==> config.mk <==
export PLATFORM = sky130hd
export DESIGN_NAME = pc_sequencer
export DESIGN_NICKNAME = d
export VERILOG_FILES = /design/src/rtl/rv_pkg.sv /design/src/rtl/pc_target_calc.sv /design/src/rtl/pc_sequencer.sv
export SDC_FILE = /design/constraint.sdc
export NUM_CORES = 1
export LEC_CHECK = 0
export BUFFER_PORTS_ARGS = -buffer_cell sky130_fd_sc_hd__buf_2
export CAP_MARGIN = 25
export CORE_MARGIN = 2
export CORE_UTILIZATION = 55
export CTS_CLUSTER_SIZE = 28
export DETAILED_ROUTE_END_ITERATION = 8
export PLACE_DENSITY_LB_ADDON = 0.12
export SYNTH_ARGS = -nofsm -noshare
export SYNTH_HDL_FRONTEND = slang
export SYNTH_SLANG_ARGS = --single-unit
==> constraint.sdc <==
create_clock -name clk -period 3.4 [get_ports clk]
set_input_delay 0.68 -clock clk [delete_from_list [all_inputs] [get_ports clk]]
set_output_delay 0.68 -clock clk [all_outputs]
set_load 0.1 [all_outputs]
==> src/rtl/rv_pkg.sv <==
// Shared RV32I types: instruction-type encoding, fault causes and sequencer states.
package rv_pkg;

  typedef enum logic [3:0] {
    LOAD  = 4'd0,
    IMM   = 4'd1,
    STORE = 4'd2,
    REG   = 4'd3,
    LUI   = 4'd4,
    AUIPC = 4'd5,
    BRNCH = 4'd6,
    JALR  = 4'd7,
    JAL   = 4'd8
  } inst_type_e;

  typedef enum logic [1:0] {
    NONE     = 2'd0,
    MISALIGN = 2'd1,
    ILLEGAL  = 2'd2
  } cause_e;

  typedef enum logic [0:0] {
    RUN   = 1'b0,
    FAULT = 1'b1
  } pcs_state_e;

endpackage

==> src/rtl/pc_target_calc.sv <==
// Next-PC target computation with misalignment and illegal-type detection.
module pc_target_calc
  import rv_pkg::*;
#(
  parameter int unsigned XLEN = 32
) (
  input  logic [3:0]      inst_type,
  input  logic [XLEN-1:0] pc,
  input  logic [XLEN-1:0] imm,
  input  logic [XLEN-1:0] r,
  input  logic            br_taken,
  output logic [XLEN-1:0] target,
  output logic            misaligned,
  output logic            illegal
);

  // Select the target; only control-transfer targets can be misaligned.
  always_comb begin
    target     = pc + XLEN'(4);
    misaligned = 1'b0;
    illegal    = 1'b0;
    case (inst_type)
      LOAD, IMM, STORE, REG, LUI, AUIPC: ;
      BRNCH: begin
        if (br_taken) begin
          target     = pc + imm;
          misaligned = |target[1:0];
        end
      end
      JALR: begin
        target     = (r + imm) & ~XLEN'(1);
        misaligned = |target[1:0];
      end
      JAL: begin
        target     = pc + imm;
        misaligned = |target[1:0];
      end
      default: illegal = 1'b1;
    endcase
  end

endmodule

==> src/rtl/pc_sequencer.sv <==
// Program-counter unit: PC/EPC registers, RUN/FAULT FSM and retired counter.
module pc_sequencer
  import rv_pkg::*;
#(
  parameter int unsigned    XLEN         = 32,
  parameter int unsigned    CWORD_W      = 23,
  parameter logic [XLEN-1:0] RESET_VECTOR = 32'h0000_0000,
  parameter logic [XLEN-1:0] TRAP_VECTOR  = 32'h0000_0100,
  parameter int unsigned    CNT_W        = 32
) (
  input  logic               clk,
  input  logic               rst,
  input  logic [CWORD_W-1:0] cword,
  input  logic [XLEN-1:0]    imm,
  input  logic [XLEN-1:0]    r,
  input  logic               br_taken,
  input  logic               valid,
  input  logic               stall,
  input  logic               trap_req,
  input  logic               trap_ret,
  output logic [XLEN-1:0]    pc,
  output logic [XLEN-1:0]    link,
  output logic [XLEN-1:0]    epc,
  output logic               fault,
  output logic [1:0]         cause,
  output logic [CNT_W-1:0]   instret
);

  pcs_state_e       state_q;
  logic [XLEN-1:0]  pc_q, epc_q;
  logic             fault_q;
  cause_e           cause_q;
  logic [CNT_W-1:0] instret_q;

  logic [XLEN-1:0]  target;
  logic             misaligned, illegal;

  // Only the instruction-type field of the control word matters here.
  logic unused_cword;
  assign unused_cword = ^cword[CWORD_W-1:4];

  pc_target_calc #(
    .XLEN (XLEN)
  ) u_target (
    .inst_type  (cword[3:0]),
    .pc         (pc_q),
    .imm        (imm),
    .r          (r),
    .br_taken   (br_taken),
    .target     (target),
    .misaligned (misaligned),
    .illegal    (illegal)
  );

  // FSM and state registers; FAULT redirects to the trap vector and ignores all requests.
  always_ff @(posedge clk) begin
    if (rst) begin
      state_q   <= RUN;
      pc_q      <= RESET_VECTOR;
      epc_q     <= '0;
      fault_q   <= 1'b0;
      cause_q   <= NONE;
      instret_q <= '0;
    end else begin
      unique case (state_q)
        FAULT: begin
          fault_q <= 1'b0;
          pc_q    <= TRAP_VECTOR;
          state_q <= RUN;
        end
        RUN: begin
          if (trap_req) begin
            epc_q <= pc_q;
            pc_q  <= TRAP_VECTOR;
          end else if (trap_ret) begin
            pc_q <= epc_q;
          end else if (!stall && valid) begin
            if (illegal || misaligned) begin
              epc_q   <= pc_q;
              cause_q <= illegal ? ILLEGAL : MISALIGN;
              fault_q <= 1'b1;
              state_q <= FAULT;
            end else begin
              pc_q      <= target;
              instret_q <= instret_q + CNT_W'(1);
            end
          end
        end
        default: state_q <= RUN;
      endcase
    end
  end

  assign pc      = pc_q;
  assign link    = pc_q + XLEN'(4);
  assign epc     = epc_q;
  assign fault   = fault_q;
  assign cause   = cause_q;
  assign instret = instret_q;

endmodule

# Word level (Yosys, flattened, before mapping)
# Cells that the tools add are included.
# op_classes
addsub	4
eq_ne	15
mux	25
bitwise	4
n_reduce_logical	13
# op_table
op	n
2-to-1 mux 32 bit	9
case mux 32 bit (3 select lines)	1
adder 32 bit	2
case mux 32 bit (2 select lines)	1
adder 32 x 1 -> 32 bit (second input constant)	1
adder 32 x 3 -> 32 bit (second input constant)	1
== test 4 x 3 -> 1 bit (second input constant)	4
2-to-1 mux 1 bit	10
inequality test 2 bit (second input constant)	5
AND reduction 5 bit	2
OR reduction 9 bit	1
== test 4 x 2 -> 1 bit (second input constant)	2
inequality test 4 bit (second input constant)	2
AND reduction 4 bit	2
== test 4 x 1 -> 1 bit (second input constant)	1
== test 4 bit (second input constant)	1
zero test 4 bit	1
NOT 1 bit	4
case mux 1 bit (2 select lines)	2
nonzero test 2 bit	2
case mux 1 bit (3 select lines)	1
2-to-1 mux 2 bit	1
AND reduction 2 bit	1
OR reduction 2 bit	1
other kinds (3)	3
# word_totals
ff_bits	100
in_bits	94
output_inout_bits	131
word_cells	67

# Longest topological paths before layout
# Gate-level depths: netlist (run 1).
# depth
ltp_word	10
depth_mapped	12
mapped_depth_nobuf	12

# Hierarchy
# From an unflattened synthesis (run 1), not the netlist that was laid out.
# hier_totals
cells_unflattened	1327
hier_area_um2	9766.9
# modules_own_cells
mod	instances	cells_each	area_each_um2	seq_area_each_um2
pc_sequencer	1	629	5082.4	2001.9
pc_target_calc	1	698	4684.5	0.0

# Worst setup path before layout (run 1)
# No wires, ideal clock.
# synth_path
kind	register -> output
start	register pc_q[2] (netlist: pc[2])
end	output link[22]
arrival_time_ps	4001
t_required_ps	2720
path_slack_ps	-1281
path_stages_with_launch	8
path_buffers	0
path_cell_list	dfxtp_1 ha_1 nand3_1 nor2_1 nand3_1 nor2_1 nand4_1 xnor2_1
# synth_between
elab_chain_cells	1
# synth_rtl
element	line	text
start, declared	pc_sequencer.sv:30	logic [XLEN-1:0] pc_q, epc_q;
start signal, assigned	pc_sequencer.sv:76	pc_q <= epc_q;
start signal, assigned	pc_sequencer.sv:84	pc_q <= target;
adder 32 x 3 -> 32 bit	pc_sequencer.sv:95	assign link = pc_q + XLEN'(4);
end, declared	pc_sequencer.sv:22	output logic [XLEN-1:0] link,
# No other way between the ends.

# Worst setup path after layout (run 1)
# layout_path
start	register pc_q[7] (netlist: pc[7])
end	output link[17]
# The elaborated chain is that of the path after synthesis.

==> results of run 1 <==
-- worst paths after layout --
check,start,endpoint,depth (start not counted),slack [ns]
worst max-delay path,pc[7],link[17],6,0.04
worst min-delay path,fault,fault,2,0.49
worst max register to register,pc[0],pc[22],12,0.33
worst min register to register,fault,fault,2,0.49
-- per-stage QoR --
stage               cell area (sq um)  setup TNS (ns)  power [mW]  std cells  worst slack [ns]
floorplan                        8850               0        2.01       1107            0.0622
global placement                10400               0        2.30       1497            0.0480
global route                    10700         -0.0625        3.51       1513           -0.0327
finish                          10700               0        3.37       1513            0.0424
CTS                             10700               0        3.36       1513           0.00197
detailed placement              10400         -0.0416        2.31       1497           -0.0416
-- cells by family (layout without fill, tap and decap cells) --
family / Yosys count / after routing / share of synthesized area [%]
fa+ha+maj: 65 / 65 / 9.70
buf+inv: 84 / 302 / 4.14
compound gates: 333 / 333 / 26.1
mux: 33 / 33 / 3.88
xor+xnor: 102 / 102 / 10.5
simple gates: 390 / 390 / 22.3
flops: 100 / 100 / 23.4
-- critical path, stage by stage (launching register included) --
cell and delay (ns):
dfxtp_2 0.45, and4_1 0.26, nor4b_2 0.47, nand3_1 0.28, nor2_1 0.24, xor2_2 0.18
buf_2 0.45
-- synth_stat cells, types with 20 or more instances --
cell / instances
xor2_1: 46
nand3_1: 34
nor3_1: 20
ha_1: 63
nand2_1: 97
nor2_1: 128
o21ai_0: 68
inv_1: 32
a21o_1: 32
a21oi_1: 95
nand4_1: 27
mux2i_1: 32
dfxtp_1: 100
xnor2_1: 56
clkbuf_1: 36
-- cell usage in the layout (no fill, tap or decap), types with 8 or more instances in the layout --
cell         n
a21oi_1     95
and3_1      17
inv_1       32
mux2i_1     32
nand4_1     27
nor2b_1      9
a221oi_1    14
dfxtp_2     23
ha_1        63
dfxtp_1     75
buf_12      11
nor3_1      20
buf_4       50
clkbuf_16    9
xnor2_1     40
o21ai_0     68
nand3_1     33
nor2_1     127
o211ai_1     8
xor2_1      38
o21a_1      15
nand2_1     96
nand2b_1    13
a21o_1      32
xnor2_2     10
buf_2      189
or3_1       10
-- state kept, by name (all words and copies together), names as in the netlist --
name	flops
state_q	1
fault	1
epc	32
cause	2
pc	32
instret	32
-- power by group through the flow --
stage / registers [mW] / clock network, mW / logic [mW]
final: 1.22 / 1.06 / 1.09
after global routing: 1.22 / 1.12 / 1.17
after CTS: 1.22 / 1.07 / 1.07
after detailed placement: 1.25 / 0 / 1.07
after global placement: 1.25 / 0 / 1.06
after floorplan: 1.35 / 0 / 0.656
-- cell type report --
cell class / instances / area (sq um) / share of cell area [%]
Timing Repair Buffer: 254 / 1570 / 14.6
Multi-Input combinational cell: 923 / 6480 / 60.3
Inverter: 32 / 120 / 1.12
Clock buffer: 9 / 225 / 2.10
Sequential cell: 100 / 2040 / 19.0
Tap cell: 188 / 235 / 2.19
Clock inverter: 7 / 77.6 / 0.722
-- metal layers --
metal | track usage (%) | part of all wire [%] | up-vias
met1 | 45.3 | 44 | 4354
met3 | 5.74 | 7.8 | 57
li1 | - | - | 4487
met2 | 54.0 | 45 | 397
met4 | 11.7 | 2.6 | 0
met5 | 0 | 0 | -
-- what timing repair did --
item                                    CTS  global route
gates resized for setup                   2             7
hold endpoints to repair                  0             0
pin swaps                                 0             0
endpoints found under the setup margin    2             7
==> metrics, run 1 <==
CTS tree=built; Hold Vio Cnt, Final=0; register area share after synthesis=23.4%; initial antenna violation count=0; sw frac=37.7%; Critical Path RT=2.72 ns; Internal=2.10 mW; status=completed; Clk Latency, worst-skew pair=0.36 ns; Die W=129 um; peak supply drop=0.309 mV; Max Fclk=298 MHz; largest net degree at the start of global routing=78; Ant. Diodes=0; Gate Count Post-Synth=1107; Total Nets Final=1479; predominant post-synthesis flop cell=dfxtp_1; Worst-path clk slew=0.07 ns; CP Launch Type=flip-flop; minimum clock period=3.36 ns; Hold WC Path Type=reg2reg; number of global-route vias before repair=8528; Synth area leaders=dfxtp_1 23%, ha_1 9.2%, xnor2_1 5.7%; fillcell total=1299; combinational share of power=32.4%; sequential cell fraction of total power=36.2%; Ys Warns=0; clock sinks=100; Avg Inst Size Synth=7.72 sq um; Setup CP Type=reg2out; Post-synth ARST share=0%; Power per Cell Area=314 nW/um^2; Max Cap Viol=0; syn nets=1266; clock skew=0.0101 ns; area of the die=16500 sq um; worst hold margin=0.489 ns; number of setup buffers added after CTS=0; Initial Util=56.2%; Synth top area share=23.4%; Pleak=5.02 nW; final setup violating endpoints=0; I/O pin count=225; Root Driver=clkbuf_16; first-pass GRT wire length=43900 um; final core occ=70.7%; Synth Cell Area=8540 sq um; initial drt markers=721; Critical Path AT=2.68 ns; Max Transition Viols Final=0; die extent in y=129 um; layout cells sized above 1=26.9%; total core area=15200 sq um; row cnt=45; clock share of power=31.4%; vias=9295; Worst Path Max Fanout=9; first-pass detailed-route iteration total=5; fin crit share=98.8%; Layout area overhead=25.8%; post-synth cell types=86; IO buf count=205; drt total wl=28000 um; Synth area leader=dfxtp_1; CTS Buffer Depth=2; grt ovf=0; DRC=0; Least-Margin Pin Slew=1.01 ns; number of CTS-inserted buffers=9; CP endpoint kind=output port; RSZ-0062 raised after global routing=yes; WL per Instance=18.5 um; htree depth=3; Switching Power=1.27 mW; DPL Wire Length=21400 um; antenna viol nets, final=0; Placer Congestion=0.981; via/cell ratio=6.14; post-synthesis register bit count=100; GRT Total Usage=33.4%; Max-slew headroom=32.5%; hold buffers post-CTS=0; number of synthesized flops with an enable pin=0
No activity file was read; power rests on OpenSTA's default activity.
==> run 2: changes to the inputs <==
- REMOVE_ABC_BUFFERS: not set -> 1
- SYNTH_HIERARCHICAL: not set -> 1
==> run 2 against run 1 <==
Compared with the run above:
- worst hold slack worse by 0.033 ns
- via count up 26%
- die area increased by 14%
- area after synthesis increased by 14%
- clock-buffer cell count up 1
- core utilization rose by 3.1 points
==> metrics, run 2 <==
status=completed (unchanged); Root Driver=clkbuf_16 (unchanged); largest family of logic cells by synthesized area=simple AND/OR/NAND/NOR gates (was compound AO/OA/AOI/OAI gates); predominant post-synthesis flop cell=dfxtp_1 (unchanged); largest net degree at the start of global routing=45 (was 78); row cnt=48 (was 45); drt total wl=34600 um (was 28000 um); met3 wire length=2480 um (was 2190 um); Die W=137 um (was 129 um); post-synthesis register bit count=100 (unchanged); Design Power=3.38 mW (was 3.37 mW); CTS Buffer Depth=2 (unchanged); clock skew=0.00901 ns (was 0.0101 ns); number of global-route vias before repair=10900 (was 8528); Avg Inst Size Synth=7.36 sq um (was 7.72 sq um); I/O pin count=225 (unchanged); commonest non-fill, non-tap cell in the layout=buf_2 (unchanged); htree depth=3 (unchanged); number of setup buffers added after CTS=0 (unchanged); Max Transition Viols Final=0 (unchanged); CP bufs+invs=1 (unchanged); Synth Area in Compound Gates=24.9% (was 26.1%); Ys Warns=6 (was 0); IO buf count=205 (unchanged); final setup violating endpoints=0 (unchanged); RSZ-0062 raised after global routing=no (was yes); Gate Count Post-Synth=1327 (was 1107); antenna viol nets, final=0 (unchanged); Placer Congestion=0.968 (was 0.981); CP endpoint kind=output port (unchanged); CP Cell Sequence=nand4_1 -> or4_4 -> nor4_1 -> xor2_1 -> buf_12 (was and4_1 -> nor4b_2 -> nand3_1 -> nor2_1 -> xor2_2 -> buf_2); GRT Total Usage=36.1% (was 33.4%); Layout area overhead=31.2% (was 25.8%); initial antenna violation count=0 (unchanged); Critical Path RT=2.72 ns (about the same); number of CTS-inserted buffers=9 (unchanged); CP Launch Type=flip-flop (unchanged); cell family with most CP delay=simple AND/OR/NAND/NOR gates (unchanged); DPL Wire Length=26700 um (was 21400 um); via/cell ratio=6.26 (was 6.14); XOR/XNOR Fraction of Synth Area=9.33% (was 10.5%); Hold WC Path Type=reg2reg (unchanged); setup TNS=0 ns (unchanged); Metal-1 WL=13900 um (was 12400 um); combinational share of power=32.2% (was 32.4%); sw frac=33.3% (was 37.7%); CP startpoint=pc[5] (was pc[7]); WL per Instance=18.5 um (about the same); Register Area=2010 sq um (was 2040 sq um); Pleak=5.65 nW (was 5.02 nW); Max Cap Viol=0 (unchanged); Clk Latency, worst-skew pair=0.35 ns (was 0.36 ns); Ant. Diodes=0 (unchanged); Synth Area in Adders=8.61% (was 9.70%); Synth area leader=dfxtp_1 (unchanged); first-pass detailed-route iteration total=8 (was 5); peak supply drop=0.353 mV (was 0.309 mV); most frequent cell after synthesis=a21oi_1 (was nor2_1); number of synthesized flops with an enable pin=0 (unchanged); clock share of power=32.4% (was 31.4%); Max stage delay on crit path=0.61 ns (was 0.47 ns); grt ovf=0 (unchanged); Met2 Wirelength=16400 um (was 12700 um); area of the die=18800 sq um (was 16500 sq um); Max-slew headroom=51.6% (was 32.5%); fillcell total=1363 (was 1299); HP Start=fault (unchanged); Hold Vio Cnt, Final=0 (unchanged); mux share of post-synthesis cell area=4.33% (was 3.88%); Top Layer Used=met4 (unchanged); fin crit share=97.1% (was 98.8%); layout cells sized above 1=27.7% (was 26.9%); initial drt markers=1102 (was 721); first-pass GRT wire length=54100 um (was 43900 um); Critical Path AT=2.62 ns (was 2.68 ns); Worst Path Max Fanout=7 (was 9); CTS tree=built (unchanged); synth cell count leaders=148 x a21oi_1, 134 x nand2_1, 100 x dfxtp_1 (was 128 x nor2_1, 100 x dfxtp_1, 97 x nand2_1); clock sinks=100 (unchanged); vias=11700 (was 9295); Post-synth ARST share=0% (unchanged); Synth top area share=20.5% (was 23.4%); register area share after synthesis=20.5% (was 23.4%); commonest cells after routing, fill and taps aside=187 x buf_2, 182 x buf_4, 145 x a21oi_1, 134 x nand2_1, 97 x dfxtp_1 (was 189 x buf_2, 127 x nor2_1, 96 x nand2_1, 95 x a21oi_1, 75 x dfxtp_1); Max Fclk=303 MHz (was 298 MHz); Least-Margin Pin Slew=0.725 ns (was 1.01 ns); post-synth cell types=78 (was 86); area of the multi-input gates=7370 sq um (was 6480 sq um); Switching Power=1.12 mW (was 1.27 mW); Total Nets Final=1804 (was 1479); Worst path slowest cell=or4_4 (was nor4b_2); Worst-path clk slew=0.07 ns (about the same); Synth area leaders=dfxtp_1 20%, ha_1 8.2%, a21oi_1 7.6% (was dfxtp_1 23%, ha_1 9.2%, xnor2_1 5.7%); sequential cell fraction of total power=35.4% (was 36.2%); die extent in y=137 um (was 129 um); Initial Util=56.3% (was 56.2%); FF-to-FF Start=pc[11] (was pc[0]); total core area=17400 sq um (was 15200 sq um); Setup CP Type=reg2out (unchanged); Internal=2.25 mW (was 2.10 mW); Power per Cell Area=264 nW/um^2 (was 314 nW/um^2); final core occ=73.8% (was 70.7%); DRC=0 (unchanged); simple-gate portion of the synthesized area=27.4% (was 22.3%); minimum clock period=3.30 ns (was 3.36 ns); Synth Cell Area=9770 sq um (was 8540 sq um)
-- run 2: area by class of cell --
cell class,count,area share [%]
multi-input cells,1113,57.5
flip-flops and latches,100,15.7
repair buffers,390,21.3
well taps,225,2.20
clock inverters,6,0.693
clock buffers,10,1.79
inverters,30,0.879
-- run 2: cells by family after synthesis --
group	count (synthesis)
buffers and inverters	114
muxes	42
and+or+nand+nor	513
DFF	100
adders and majority gates	66
AOI/OAI and AO/OA	388
xor gates and xnor gates	104
-- run 2: power by group through the flow --
stage          Combinational, mW  Clock (mW)  Sequential (mW)
6_report                    1.09        1.10             1.20
3_5_place_dp                1.06           0             1.22
4_1_cts                     1.06        1.11             1.19
5_1_grt                     1.17        1.16             1.20
2_1_floorplan              0.543           0             1.30
3_3_place_gp                1.04           0             1.22
-- run 2: metal layers --
layer | track usage [%] | up-vias
li1 | - | 5567
met1 | 44.4 | 5490
met2 | 61.4 | 563
met3 | 5.04 | 112
met4 | 18.5 | 0
met5 | 0 | -
-- run 2: worst paths after layout --
check | endpoint | slack (ns) | cells after the start
max | link[23] | 0.1 | 5
min | fault | 0.46 | 2
max reg2reg | pc[31] | 0.18 | 10
min reg2reg | fault | 0.46 | 2
-- run 2: per-stage QoR --
step | instance area (sq um) | hold slack [ns] | instances | worst slack, ns
6_report | 12800 | 0.455 | 1874 | 0.0978
4_1_cts | 12700 | 0.458 | 1874 | 0.0256
3_3_place_gp | 12400 | 0.446 | 1858 | -0.216
3_5_place_dp | 12400 | 0.447 | 1858 | -0.256
5_1_grt | 12800 | 0.489 | 1874 | 0.0211
2_1_floorplan | 9400 | 0.749 | 1243 | -2.64
-- run 2: repair_timing --
item,CTS,global route
endpoints found under the hold margin,0,0
resized for setup,2,19
setup endpoints to repair,11,18
hold buffers,0,0
pin swaps,0,1
-- run 2: tightest hold or removal path, stage by stage (launching register included) --
cell and delay, ns:
dfxtp_1 0.31, nand2_1 0.05, a21oi_1 0.05
